<file path="src/rtl/even_issue_sched.sv">
// Even-pipe issue scheduler: checks RAW/WAW hazards and result-bus slots against
// a shifting reservation table, then strobes the selected even unit.
module even_issue_sched #(
  parameter int LAT_FX2  = 2,
  parameter int LAT_BYTE = 2,
  parameter int LAT_FX3  = 4,
  parameter int LAT_SP   = 6,
  parameter int LAT_FPI  = 7,
  parameter int MAX_LAT  = 7
) (
  input  logic        clk,
  input  logic        reset,
  input  logic        inst_valid,
  input  logic [0:31] inst_even,
  input  logic [0:2]  unit_code,
  input  logic        uses_rb,
  input  logic        op_11_in,
  input  logic        flush,
  output logic        inst_ready,
  output logic        fx2_unit_sel,
  output logic        byte_unit_sel,
  output logic        fx3_unit_sel,
  output logic        sp_unit_sel,
  output logic        fpi_unit_sel,
  output logic [0:31] inst_out,
  output logic        op_11_even,
  output logic        unit_reset_even,
  output logic        wb_pred_valid,
  output logic [0:6]  wb_pred_rt,
  output logic [0:15] issue_cnt,
  output logic [0:15] stall_cnt
);

  localparam int LW = $clog2(MAX_LAT + 1);

  // Handshake: an instruction transfers in any cycle where inst_valid and
  // inst_ready are both high; while inst_ready is low decode holds it stable.

  logic [MAX_LAT:0] tbl_v;
  logic [0:6]       tbl_rt [0:MAX_LAT];

  logic [0:6]    rb_f, ra_f, rt_f;
  logic [LW-1:0] lat;
  logic [LW-1:0] lat_m1;
  logic          has_unit;
  logic          conflict;
  logic          hazard;
  logic          hit;
  logic          issue;

  assign rb_f = inst_even[11:17];
  assign ra_f = inst_even[18:24];
  assign rt_f = inst_even[25:31];

  always_comb begin
    lat      = '0;
    has_unit = 1'b0;
    case (unit_code)
      3'd1: begin lat = LAT_FX2[LW-1:0];  has_unit = 1'b1; end
      3'd2: begin lat = LAT_BYTE[LW-1:0]; has_unit = 1'b1; end
      3'd3: begin lat = LAT_FX3[LW-1:0];  has_unit = 1'b1; end
      3'd4: begin lat = LAT_SP[LW-1:0];   has_unit = 1'b1; end
      3'd5: begin lat = LAT_FPI[LW-1:0];  has_unit = 1'b1; end
      default: begin lat = '0; has_unit = 1'b0; end
    endcase
  end

  assign lat_m1 = lat - 1'b1;

  // Entry 0 is still checked: its writeback lands this very cycle.
  always_comb begin
    hit = 1'b0;
    for (int k = 0; k <= MAX_LAT; k++) begin
      if (tbl_v[k] && ((tbl_rt[k] == ra_f) ||
                       (uses_rb && (tbl_rt[k] == rb_f)) ||
                       (tbl_rt[k] == rt_f)))
        hit = 1'b1;
    end
  end

  assign conflict = has_unit & tbl_v[lat];
  assign hazard   = has_unit & hit;

  assign inst_ready = inst_valid & ~reset & ~flush & ~unit_reset_even &
                      ~conflict & ~hazard;
  assign issue      = inst_ready & has_unit;

  assign fx2_unit_sel  = issue & (unit_code == 3'd1);
  assign byte_unit_sel = issue & (unit_code == 3'd2);
  assign fx3_unit_sel  = issue & (unit_code == 3'd3);
  assign sp_unit_sel   = issue & (unit_code == 3'd4);
  assign fpi_unit_sel  = issue & (unit_code == 3'd5);

  assign inst_out      = inst_even;
  assign op_11_even    = op_11_in;
  assign wb_pred_valid = tbl_v[0];
  assign wb_pred_rt    = tbl_rt[0];

  // Shift toward entry 0; a new issue lands at L-1 so it reaches entry 0 at T+L.
  always_ff @(posedge clk) begin
    if (reset || flush) begin
      tbl_v <= '0;
    end else begin
      for (int k = 0; k < MAX_LAT; k++) begin
        tbl_v[k]  <= tbl_v[k+1];
        tbl_rt[k] <= tbl_rt[k+1];
      end
      tbl_v[MAX_LAT] <= 1'b0;
      if (issue) begin
        tbl_v[lat_m1]  <= 1'b1;
        tbl_rt[lat_m1] <= rt_f;
      end
    end
  end

  always_ff @(posedge clk) begin
    if (reset) begin
      unit_reset_even <= 1'b0;
      issue_cnt       <= '0;
      stall_cnt       <= '0;
    end else begin
      unit_reset_even <= flush;
      if (issue && (issue_cnt != 16'hFFFF))
        issue_cnt <= issue_cnt + 16'd1;
      if (inst_valid && !inst_ready && !flush && (stall_cnt != 16'hFFFF))
        stall_cnt <= stall_cnt + 16'd1;
    end
  end

endmodule
</file>
<file path="config.mk">
export PLATFORM = sky130hd
export DESIGN_NAME = even_issue_sched
export DESIGN_NICKNAME = d
export VERILOG_FILES = /design/src/rtl/even_issue_sched.sv
export SDC_FILE = /design/constraint.sdc
export NUM_CORES = 1
export LEC_CHECK = 0
export CELL_PAD_IN_SITES_DETAIL_PLACEMENT = 0
export CELL_PAD_IN_SITES_GLOBAL_PLACEMENT = 1
export CORE_MARGIN = 5
export CORE_UTILIZATION = 53
export CTS_CLUSTER_DIAMETER = 60
export DETAILED_ROUTE_END_ITERATION = 16
export DONT_BUFFER_PORTS = 1
export PLACE_DENSITY = 0.92
export RECOVER_POWER = 100
export SLEW_MARGIN = 25
export SYNTH_ARGS = -nofsm -noshare
export SYNTH_HDL_FRONTEND = slang
export SYNTH_SLANG_ARGS = --single-unit
export TNS_END_PERCENT = 20
</file>
<file path="constraint.sdc">
create_clock -name clk -period 5.5 [get_ports clk]
set_input_delay 1.1 -clock clk [delete_from_list [all_inputs] [get_ports clk]]
set_output_delay 1.1 -clock clk [all_outputs]
set_load 0.01 [all_outputs]
</file>
==> results.md <==
- **count of state elements after synthesis** 97
- **total CTS buffers** 9
- **vias after detailed routing** 5003
- **synthesized-area fraction occupied by ao, oa, aoi and oai cells** 0.0568
- **effective utilization at floorplan** 0.544
- **chain of cells forming the critical path** xnor2_1 > nand4_1 > nor4_1 > o31ai_1 > and4_1 > nand4_1 > nor4_1 > mux2_2
- **number of maximum-capacitance violations** 3
- **count of buffering cells on the critical path with inverters included** 0
- **final instance area** 6860 um^2
- **Adder-Cell Fraction of Synth Area** 0.00543
- **DRC Markers** 0
- **family with the most delay on the worst path** simple AND/OR/NAND/NOR gates
- **leakage power** 2.25 nW
- **type of element launching the critical path** input pin
- **Most used DFF post-synth** edfxtp_1
- **class of the tightest hold or removal check** flip-flop to flip-flop
- **pre-CTS setup slack** 1.26 ns
- **post-synth net total** 729
- **Area Overhead vs Synth** -0.814%
- **final-layout fill cell count** 1163
- **number of instances in the synthesized netlist** 685
- **Final Max Tran Viols** 18
- **arrival time reported for the critical path endpoint** 4.78 ns
- **post-synth cell types** 49
- **Worst Setup Path Type** input pin to flip-flop
- **detailed placement HPWL** 13000 um
- **post-route worst setup slack** 0.826 ns
- **row count** 41
- **worst slew margin relative to its limit** -0.235
- **die width** 124 um
- **post-CTS setup repair buffer count** 0
- **count of cells resized by post-cts repair** 0
- **detailed router's first-iteration violation count** 352
- **Seq/Total Area, Yosys** 0.362
- **number of iterations in the first detailed-routing pass** 7
- **count of placed standard cells including taps** 780
- **wire length of the first global-routing pass** 28300 um
- **clock root cell** clkbuf_16
- **non-filler cells in the finished layout** 796
- **die outline height** 124 um
- **Core Region** 12700 um^2
- **source-to-sink clock delay at the later pin of the worst-skew pair** 0.35 ns
- **number of I/O port buffers** 0
- **clock transition at the registers of the reported paths** 0.07 ns
- **main combinational cell family by area after synthesis** XOR/XNOR gates
- **detail-routed net length per standard cell** 22.9 um
- **Peak supply drop** 132 uV
- **simple logic cell fraction of the synthesized area** 0.175
- **num ports** 121
- **hold violation count in the final report** 0
- **Clock H-tree levels** 3
- **ant diodes** 0
- **Max Clock Skew** 0.0110 ns
- **number of antenna violations at the first check in global routing** 0
- **Post-CTS Hold Fix Bufs** 0
- **post-detailed-placement cell area** 6620 um^2
- **maximum root-to-sink buffer count** 2
- **share of layout cells above drive strength 1** 0.119
- **unrepaired setup endpoints after global routing** no
- **gpl congestion** 0.971
- **ys async rst share** 0
- **Post-Route Setup TNS** 0 ns
- **maximum cell stage delay along the critical path** 1.68 ns
- **GR Overflow Total** 0
- **violations in the final reports** max-capacitance violations, max-slew violations
- **Worst Path Required** 5.60 ns
- **final worst-path cycle share** 0.850
- **post-layout min period** 4.67 ns
- **average via count per standard cell** 6.29
- **xor/xnor share of the synthesized area** 0.215
- **net count reported at finish** 663
- **endpoint kind of the worst setup timing path** flip-flop
- **setup-violating endpoint count in the final report** 0
- **worst-margin pin slew** 1.83 ns
- **Detail Route Antenna Nets** 0
- **Total Die Area** 15400 um^2
- **cell with the largest stage delay on the worst path** nor4_1
- **Synth Area per Inst** 10.1 um^2
- **clock tree from TritonCTS** yes
- **post-detailed-routing wire length** 18200 um
- **largest fanout on the critical path** 17
- **number of enable flip-flop cells after synthesis** 56
- **Fmax achieved** 0.214 GHz
- **Pwr Density** 238 nW/um^2
- **pin count of the biggest net entering global routing** 54
- **via count of the first global-routing pass** 4862
- **CTS sink count** 97
- **run status** finished with violations
- **total number of yosys warnings** 0
- **Total GRT Usage** 0.230
- **post-synthesis instance area** 6920 um^2
- **multiplexer area fraction after synthesis** 0.104
registers in the layout (all words and copies together) (netlist names):
signal,flops
unit_reset_even,1
issue_cnt,16
tbl_v,8
tbl_rt,56
stall_cnt,16
layer usage:
metal / wire length, um / global-route usage / vias up
li1: - / - / 2275
met5: 0 / 0 / -
met3: 1530 / 0.0540 / 36
met2: 8500 / 0.373 / 239
met4: 338 / 0.0703 / 0
met1: 7850 / 0.304 / 2453
worst paths after layout:
path	depth (start not counted)	slack, ns	to	startpoint
setup / recovery	8	0.83	tbl_rt[0][2]	inst_even[24]
hold / removal	1	0.49	tbl_v[4]	tbl_v[5]
setup reg to reg	8	0.96	tbl_rt[0][2]	tbl_rt[0][0]
hold reg to reg	1	0.49	tbl_v[4]	tbl_v[5]
cells in the final DEF, fill, tap and decap left out, types with 13 or more instances in the layout:
master      n
xnor2_1   123
edfxtp_1   56
mux2_2     54
xor2_1     47
nand4_1    47
dfxtp_1    41
nor2_1     29
nand2_1    24
o21ai_0    18
a21oi_1    18
nor4_1     17
and3_1     15
nand3_1    14
or3_1      13
cell usage after synthesis, types with 8 or more instances:
master / n / area share
nand2_1: 24 / 0.013
mux2_2: 56 / 0.091
nor2_1: 29 / 0.016
xnor2_1: 123 / 0.16
dfxtp_1: 41 / 0.12
o21ai_0: 18 / 0.013
nand3_1: 13 / 0.0094
or3_1: 13 / 0.012
nor4_1: 14 / 0.013
xor2_1: 47 / 0.060
mux2i_1: 8 / 0.012
clkbuf_1: 12 / 0.0065
nand4_1: 44 / 0.040
buf_4: 57 / 0.062
edfxtp_1: 56 / 0.24
and3_1: 15 / 0.014
a21oi_1: 18 / 0.013
nor2b_1: 12 / 0.011
layout make-up:
class / count / area [um^2] / share of cell area
clock inverters: 7 / 95.1 / 0.0139
inverters: 7 / 26.3 / 0.00383
repair buffers: 2 / 7.51 / 0.00109
well taps: 172 / 215 / 0.0314
flip-flops and latches: 97 / 2500 / 0.365
multi-input cells: 502 / 3790 / 0.552
clock buffers: 9 / 225 / 0.0328
worst register-to-register path: cells and delay by family, from the launching register on:
family,cells,cell delay (ns)
compound gates,1,0.37
flops,1,0.53
simple gates,5,2.75
mux,1,0.46
xor+xnor,1,0.19
report_power, final:
group	switching [W]	leakage [nW]	internal, W
Clock	0.000304	0.157	0.000366
Combinational	0.0000653	1.24	0.0000822
Sequential	0.0000296	0.853	0.000783
metrics by stage:
step	util	power (W)	hold WS [ns]
final	0.539	0.00163	0.491
after floorplan	-	0.00102	0.420
after global placement	0.520	0.000978	0.459
after detailed placement	0.520	0.000982	0.464
after CTS	0.545	0.00165	0.489
after global routing	0.539	0.00169	0.529
cells by family after synthesis:
group           Yosys count
flops                    97
simple gates            201
xor+xnor                170
buf+inv                  86
mux                      65
fa+ha+maj                 3
compound gates           63
No activity file was read; power rests on OpenSTA's default activity.
